### src/rtl/wino_tile_seq_if.sv
// Sample/result stream bundle around the Winograd tile sequencer.
// slave = sequencer side, master = the stream endpoint feeding samples and taking results.
interface wino_tile_seq_if #(
  parameter int unsigned DW = 10
) ();
  logic          s_valid;
  logic          s_ready;
  logic [DW-1:0] s_data;
  logic          s_last;
  logic          m_valid;
  logic          m_ready;
  logic [DW-1:0] m_data;
  logic          m_last;

  modport master (
    output s_valid, s_data, s_last, m_ready,
    input  s_ready, m_valid, m_data, m_last
  );

  modport slave (
    input  s_valid, s_data, s_last, m_ready,
    output s_ready, m_valid, m_data, m_last
  );
endinterface

### src/rtl/wino_tile_seq.sv
// Builds stride-4 overlapping 8-sample tiles for the Winograd core, waits its settle
// time, then serializes the four results onto the output stream.
module wino_tile_seq #(
  parameter int unsigned DW     = 10,
  parameter int unsigned WC_LAT = 6
) (
  input  logic              clk,
  input  logic              rst,
  wino_tile_seq_if.slave    strm,
  output logic [8*DW-1:0]   wc_d,
  input  logic [4*DW-1:0]   wc_z,
  output logic              busy
);
  localparam int unsigned NW = 8;
  localparam int unsigned NZ = 4;
  localparam int unsigned CW = 4;

  typedef enum logic [1:0] {FILL, PAD, WAIT, DRAIN} state_e;

  state_e                  state, state_n;
  logic [NW-1:0][DW-1:0]   win, win_n;
  logic [NZ-1:0][DW-1:0]   outr, out_n;
  logic [CW-1:0]           need, need_n;
  logic [CW-1:0]           cnt, cnt_n;
  logic [1:0]              idx, idx_n;
  logic                    flag, flag_n;
  logic                    s_ready_q, s_ready_n;
  logic                    m_valid_q, m_valid_n;
  logic [DW-1:0]           m_data_q, m_data_n;
  logic                    m_last_q, m_last_n;
  logic                    busy_q, busy_n;
  logic                    hs_s, hs_m;

  assign hs_s        = strm.s_valid & s_ready_q;
  assign hs_m        = m_valid_q & strm.m_ready;
  assign wc_d        = win;
  assign busy        = busy_q;
  assign strm.s_ready = s_ready_q;
  assign strm.m_valid = m_valid_q;
  assign strm.m_data  = m_data_q;
  assign strm.m_last  = m_last_q;

  // Next-state and next-output logic; win[NW-1] is the oldest sample (top of wc_d).
  always_comb begin
    state_n   = state;
    win_n     = win;
    out_n     = outr;
    need_n    = need;
    cnt_n     = cnt;
    idx_n     = idx;
    flag_n    = flag;
    m_valid_n = m_valid_q;
    m_data_n  = m_data_q;
    m_last_n  = m_last_q;
    case (state)
      FILL: begin
        if (hs_s) begin
          win_n  = {win[NW-2:0], strm.s_data};
          need_n = need - CW'(1);
          if (strm.s_last) flag_n = 1'b1;
          if (need == CW'(1)) begin
            state_n = WAIT;
            cnt_n   = '0;
          end else if (strm.s_last) begin
            state_n = PAD;
          end
        end
      end
      PAD: begin
        win_n  = {win[NW-2:0], DW'(0)};
        need_n = need - CW'(1);
        if (need == CW'(1)) begin
          state_n = WAIT;
          cnt_n   = '0;
        end
      end
      WAIT: begin
        if (cnt == CW'(WC_LAT - 1)) begin
          out_n     = wc_z;
          state_n   = DRAIN;
          idx_n     = '0;
          m_valid_n = 1'b1;
          m_data_n  = wc_z[4*DW-1 -: DW];
          m_last_n  = 1'b0;
        end else begin
          cnt_n = cnt + CW'(1);
        end
      end
      DRAIN: begin
        if (hs_m) begin
          if (idx == 2'd3) begin
            state_n   = FILL;
            m_valid_n = 1'b0;
            m_last_n  = 1'b0;
            // Frame end restarts from an empty window; otherwise keep 4 samples of overlap.
            if (flag) begin
              win_n  = '0;
              need_n = CW'(8);
              flag_n = 1'b0;
            end else begin
              need_n = CW'(4);
            end
          end else begin
            idx_n    = idx + 2'd1;
            m_data_n = outr[2'd3 - idx_n];
            m_last_n = flag & (idx_n == 2'd3);
          end
        end
      end
      default: state_n = FILL;
    endcase
    s_ready_n = (state_n == FILL);
    busy_n    = !((state_n == FILL) && (need_n == CW'(8)));
  end

  // State and output registers.
  always_ff @(posedge clk or negedge rst) begin
    if (!rst) begin
      state     <= FILL;
      win       <= '0;
      outr      <= '0;
      need      <= CW'(8);
      cnt       <= '0;
      idx       <= '0;
      flag      <= 1'b0;
      s_ready_q <= 1'b0;
      m_valid_q <= 1'b0;
      m_data_q  <= '0;
      m_last_q  <= 1'b0;
      busy_q    <= 1'b0;
    end else begin
      state     <= state_n;
      win       <= win_n;
      outr      <= out_n;
      need      <= need_n;
      cnt       <= cnt_n;
      idx       <= idx_n;
      flag      <= flag_n;
      s_ready_q <= s_ready_n;
      m_valid_q <= m_valid_n;
      m_data_q  <= m_data_n;
      m_last_q  <= m_last_n;
      busy_q    <= busy_n;
    end
  end
endmodule

### src/flat_wrapper.sv
// flat-port wrapper written by rule: the top's interface ports become plain ports
module wino_tile_seq_flat 
#(
  parameter int unsigned DW     = 10,
  parameter int unsigned WC_LAT = 6
)
  (clk, rst, wc_d, wc_z, busy, strm_s_valid, strm_s_data, strm_s_last, strm_m_ready, strm_s_ready, strm_m_valid, strm_m_data, strm_m_last);
  wino_tile_seq_if #(.DW(DW)) strm_i ();
  input  logic clk;
  input  logic rst;
  output logic [8*DW-1:0] wc_d;
  input  logic [4*DW-1:0] wc_z;
  output logic busy;
  input wire logic [$bits(strm_i.s_valid)-1:0] strm_s_valid;
  input wire logic [$bits(strm_i.s_data)-1:0] strm_s_data;
  input wire logic [$bits(strm_i.s_last)-1:0] strm_s_last;
  input wire logic [$bits(strm_i.m_ready)-1:0] strm_m_ready;
  output wire logic [$bits(strm_i.s_ready)-1:0] strm_s_ready;
  output wire logic [$bits(strm_i.m_valid)-1:0] strm_m_valid;
  output wire logic [$bits(strm_i.m_data)-1:0] strm_m_data;
  output wire logic [$bits(strm_i.m_last)-1:0] strm_m_last;
  assign strm_i.s_valid = strm_s_valid;
  assign strm_i.s_data = strm_s_data;
  assign strm_i.s_last = strm_s_last;
  assign strm_i.m_ready = strm_m_ready;
  assign strm_s_ready = strm_i.s_ready;
  assign strm_m_valid = strm_i.m_valid;
  assign strm_m_data = strm_i.m_data;
  assign strm_m_last = strm_i.m_last;
  wino_tile_seq #(.DW(DW), .WC_LAT(WC_LAT)) u_core (.clk(clk), .rst(rst), .strm(strm_i), .wc_d(wc_d), .wc_z(wc_z), .busy(busy));
endmodule
### config.mk
export PLATFORM = sky130hd
export DESIGN_NAME = wino_tile_seq_flat
export DESIGN_NICKNAME = d
export VERILOG_FILES = /design/src/rtl/wino_tile_seq_if.sv /design/src/rtl/wino_tile_seq.sv /design/src/flat_wrapper.sv
export SDC_FILE = /design/constraint.sdc
export NUM_CORES = 1
export LEC_CHECK = 0
export BUFFER_PORTS_ARGS = -buffer_cell sky130_fd_sc_hd__buf_2
export CAP_MARGIN = 20
export CELL_PAD_IN_SITES_DETAIL_PLACEMENT = 1
export CELL_PAD_IN_SITES_GLOBAL_PLACEMENT = 2
export CORE_MARGIN = 10
export CORE_UTILIZATION = 35
export DETAILED_ROUTE_END_ITERATION = 8
export GPL_TIMING_DRIVEN = 0
export PLACE_DENSITY_LB_ADDON = 0.1
export REMOVE_ABC_BUFFERS = 1
export SLEW_MARGIN = 20
export SYNTH_ARGS = -nofsm -noshare
export SYNTH_HDL_FRONTEND = slang
export SYNTH_SLANG_ARGS = --single-unit
### constraint.sdc
create_clock -name clk -period 4.4 [get_ports clk]
set_input_delay 0.44 -clock clk [delete_from_list [all_inputs] [get_ports clk]]
set_output_delay 0.44 -clock clk [all_outputs]
set_load 0.03 [all_outputs]
==> summary.md <==
| Metric | Value |
|---|---|
| Outcome | finished clean |
| Buffers & Inverters on Critical Path | 1 |
| Synth top area cells | dfrtp_1 (58%), nand2_1 (17%), o21ai_1 (6.3%) |
| Skew-Pair Late Insertion Delay | 430 ps |
| First-pass GRT wire length | 28,790 um |
| FMAX | 348.5 MHz |
| Max H-tree Level | 4 |
| # DRC | 0 |
| EDFF count, synth | 0 |
| Vias in the first global route | 5,409 |
| Largest net degree at the start of global routing | 90 |
| Fraction of registers with async set/reset | 100.0% |
| Gpl congestion | 0.7635 |
| Hold_buf cts | 1 |
| Worst Max-Slew Pin Slew | 932.0 ps |
| Initial Utilization | 35.47% |
| Sequential element share of the synthesized area | 57.95% |
| Max_cap viols | 0 |
| Die area | 23,930 sq um |
| Most area-hungry cell type in the Yosys netlist | dfrtp_1 |
| Peak supply drop | 0.2968 mV |
| Vias/cell | 4.803 |
| Final Hold Fails | 0 |
| Core area | 17,900 sq um |
| CP required | 4750 ps |
| Total grt overflow | 0 |
| Row Count | 49 |
| Setup crit end kind | flop |
| RSZ-0062 raised after global routing | false |
| Commonest non-fill, non-tap cell in the layout | nand2_1 |
| Netlist Area Pre-Place | 6350 sq um |
| CTS Root Cell | clkbuf_16 |
| TNS Setup | 0 ps |
| Via count | 5,106 |
| Number of setup buffers added after CTS | 0 |
| Worst min-delay path class | in -> reg |
| Synth warn | 0 |
| CTS tree | done |
| PostCTS Resize Cnt | 0 |
| Synth Register Bits | 147 |
| Die Y | 154.7 um |
| CP cell instances | ha_1 > nand4_1 > o21a_1 > a21o_4 > buf_16 > nand2_1 > o21ai_1 |
| Nets | 883 |
| Total global-route track usage | 14.93% |
| PD cells | 710.1 nW/um^2 |
| Slew headroom | 37.87% |
| Clock net sink count | 147 |
| Die Wd | 154.7 um |
| CP max stage delay | 720 ps |
| Placement Setup Slack | 1501 ps |
| Fin Hold WS | 196.6 ps |
| Final min period | 2869 ps |
| CTS buffer count | 17 |
| Antenna violations before repair | 1 |
| Setup ws final | 1531 ps |
| PortBufs | 148 |
| Final Skew | 16.61 ps |
| Ratio of cells with drive above 1 in the final layout | 24.58% |
| CTS max path bufs | 2 |
| Setup violations, final | 0 |
| Period utilization | 65.21% |
| Clock transition at path regs | 70 ps |
| # diodes | 0 |
| Max Slew Vio Count | 0 |
| Synth top area share | 57.54% |
| Initial DRC count | 249 |
| Remaining antenna violation count | 0 |
| DR WL/cell | 16.53 um |
| Most frequent cells in the layout | nand2_1 (293), buf_2 (147), dfrtp_1 (146) |
| P_leak | 3.895 nW |
| Drt total wl | 17,580 um |
| Critical path class | reg -> reg |
| Top_reg_cell synth | dfrtp_1 |
| Worst Setup Start Kind | flop |
| Synthesized instance count | 691 |
| Area Growth Syn to Fin | 25.46% |
| I/O pins | 149 |
| Worst path slowest cell | dfrtp_1 |
| Synth cell types | 46 |
| Crit path DAT | 3220 ps |
| Mean Syn Cell Area | 9.189 sq um |
| Post-DP HPWL | 12,040 um |
| Pre-antenna DRT Iters | 4 |
| Critical path's top delay family | compound AO/OA/AOI/OAI gates |
| CP max FO | 81 |
[worst paths after layout]
kind,startpoint,endpoint,depth (start not counted),slack (ps)
worst min register to register,u_core.outr[26],u_core.outr[26],2,470
min in group asynchronous,rst,u_core.wc_d[62],2,530
worst max register to register,u_core.idx[0],u_core.wc_d[13],7,1530
worst max-delay path,u_core.idx[0],u_core.wc_d[13],7,1530
max in group asynchronous,rst,u_core.need[3],3,3030
worst min-delay path,wc_z[22],u_core.outr[22],3,200
[power breakdown]
part	internal (mW)	switching, mW
Clock	0.966	0.589
Combinational	0.709	1.32
Sequential	1.74	0.338
[synthesized netlist by cell type (all sizes together), types with 2 or more instances]
cell type and number:
a31oi 7, o21ai 93, mux2 4, o22ai 3, mux4 7, nand3 4, buf 21, o211ai 2
o21a 2, a21oi 8, nor2 20, xor2 2, nor3 3, and3b 2, or2 2, and2 2
inv 5, a21o 4, nand2 295, o221ai 3, dfrtp 146, ha 7, clkbuf 22, nand4 2
nand2b 12, mux2i 3
[area by class of cell]
| type | instances | area (sq um) |
|---|---|---|
| tap | 229 | 286.5 |
| sequential | 147 | 3680 |
| multi-input combinational | 496 | 2457 |
| fill | 2108 | 9936 |
| timing repair buffer | 154 | 898.4 |
| inverter | 5 | 18.77 |
| clock buffer | 20 | 446.7 |
| clock inverter | 12 | 178.9 |
[logic make-up after synthesis]
kind of cell,synth area share (%)
xor gates and xnor gates,0.4139
DFF,57.95
buffers and inverters,3.586
adders and majority gates,1.379
muxes,3.665
and+or+nand+nor,22.35
AOI/OAI and AO/OA,10.66
[metal layers]
layer	vias to the layer above	global-route usage, %	part of all wire (%)
met5	-	0	0.074
met4	2	5.263	1.4
met3	23	4.992	5.8
li1	2508	-	-
met1	2461	18.14	45
met2	112	24.23	48
[worst register-to-register path: cells and delay by family, from the launching register on]
kind / cells / cell delay (ps)
adders and majority gates: 1 / 460
buffers and inverters: 1 / 360
AOI/OAI and AO/OA: 3 / 970
DFF: 1 / 720
and+or+nand+nor: 2 / 280
[stage by stage]
stage / util, % / instance area [sq um] / power, mW / cells
after CTS: 44.50 / 7966 / 5.752 / 1063
final: 44.50 / 7966 / 5.657 / 1063
after global routing: 44.50 / 7966 / 6.075 / 1063
after detailed placement: 40.95 / 7331 / 4.173 / 1030
after global placement: 40.04 / 7168 / 3.979 / 1025
after floorplan: - / 6141 / 3.378 / 648
[flip-flops by register name (all words and copies together), names as in the netlist]
register	count
u_core.busy	1
u_core.cnt	4
u_core.flag	1
u_core.idx	2
u_core.need	4
u_core.outr	40
u_core.state	2
u_core.strm.m_data	10
u_core.strm.m_last	1
u_core.strm.m_valid	1
u_core.strm.s_ready	1
u_core.wc_d	80
Note: power is estimated with default switching activity, not from simulation.
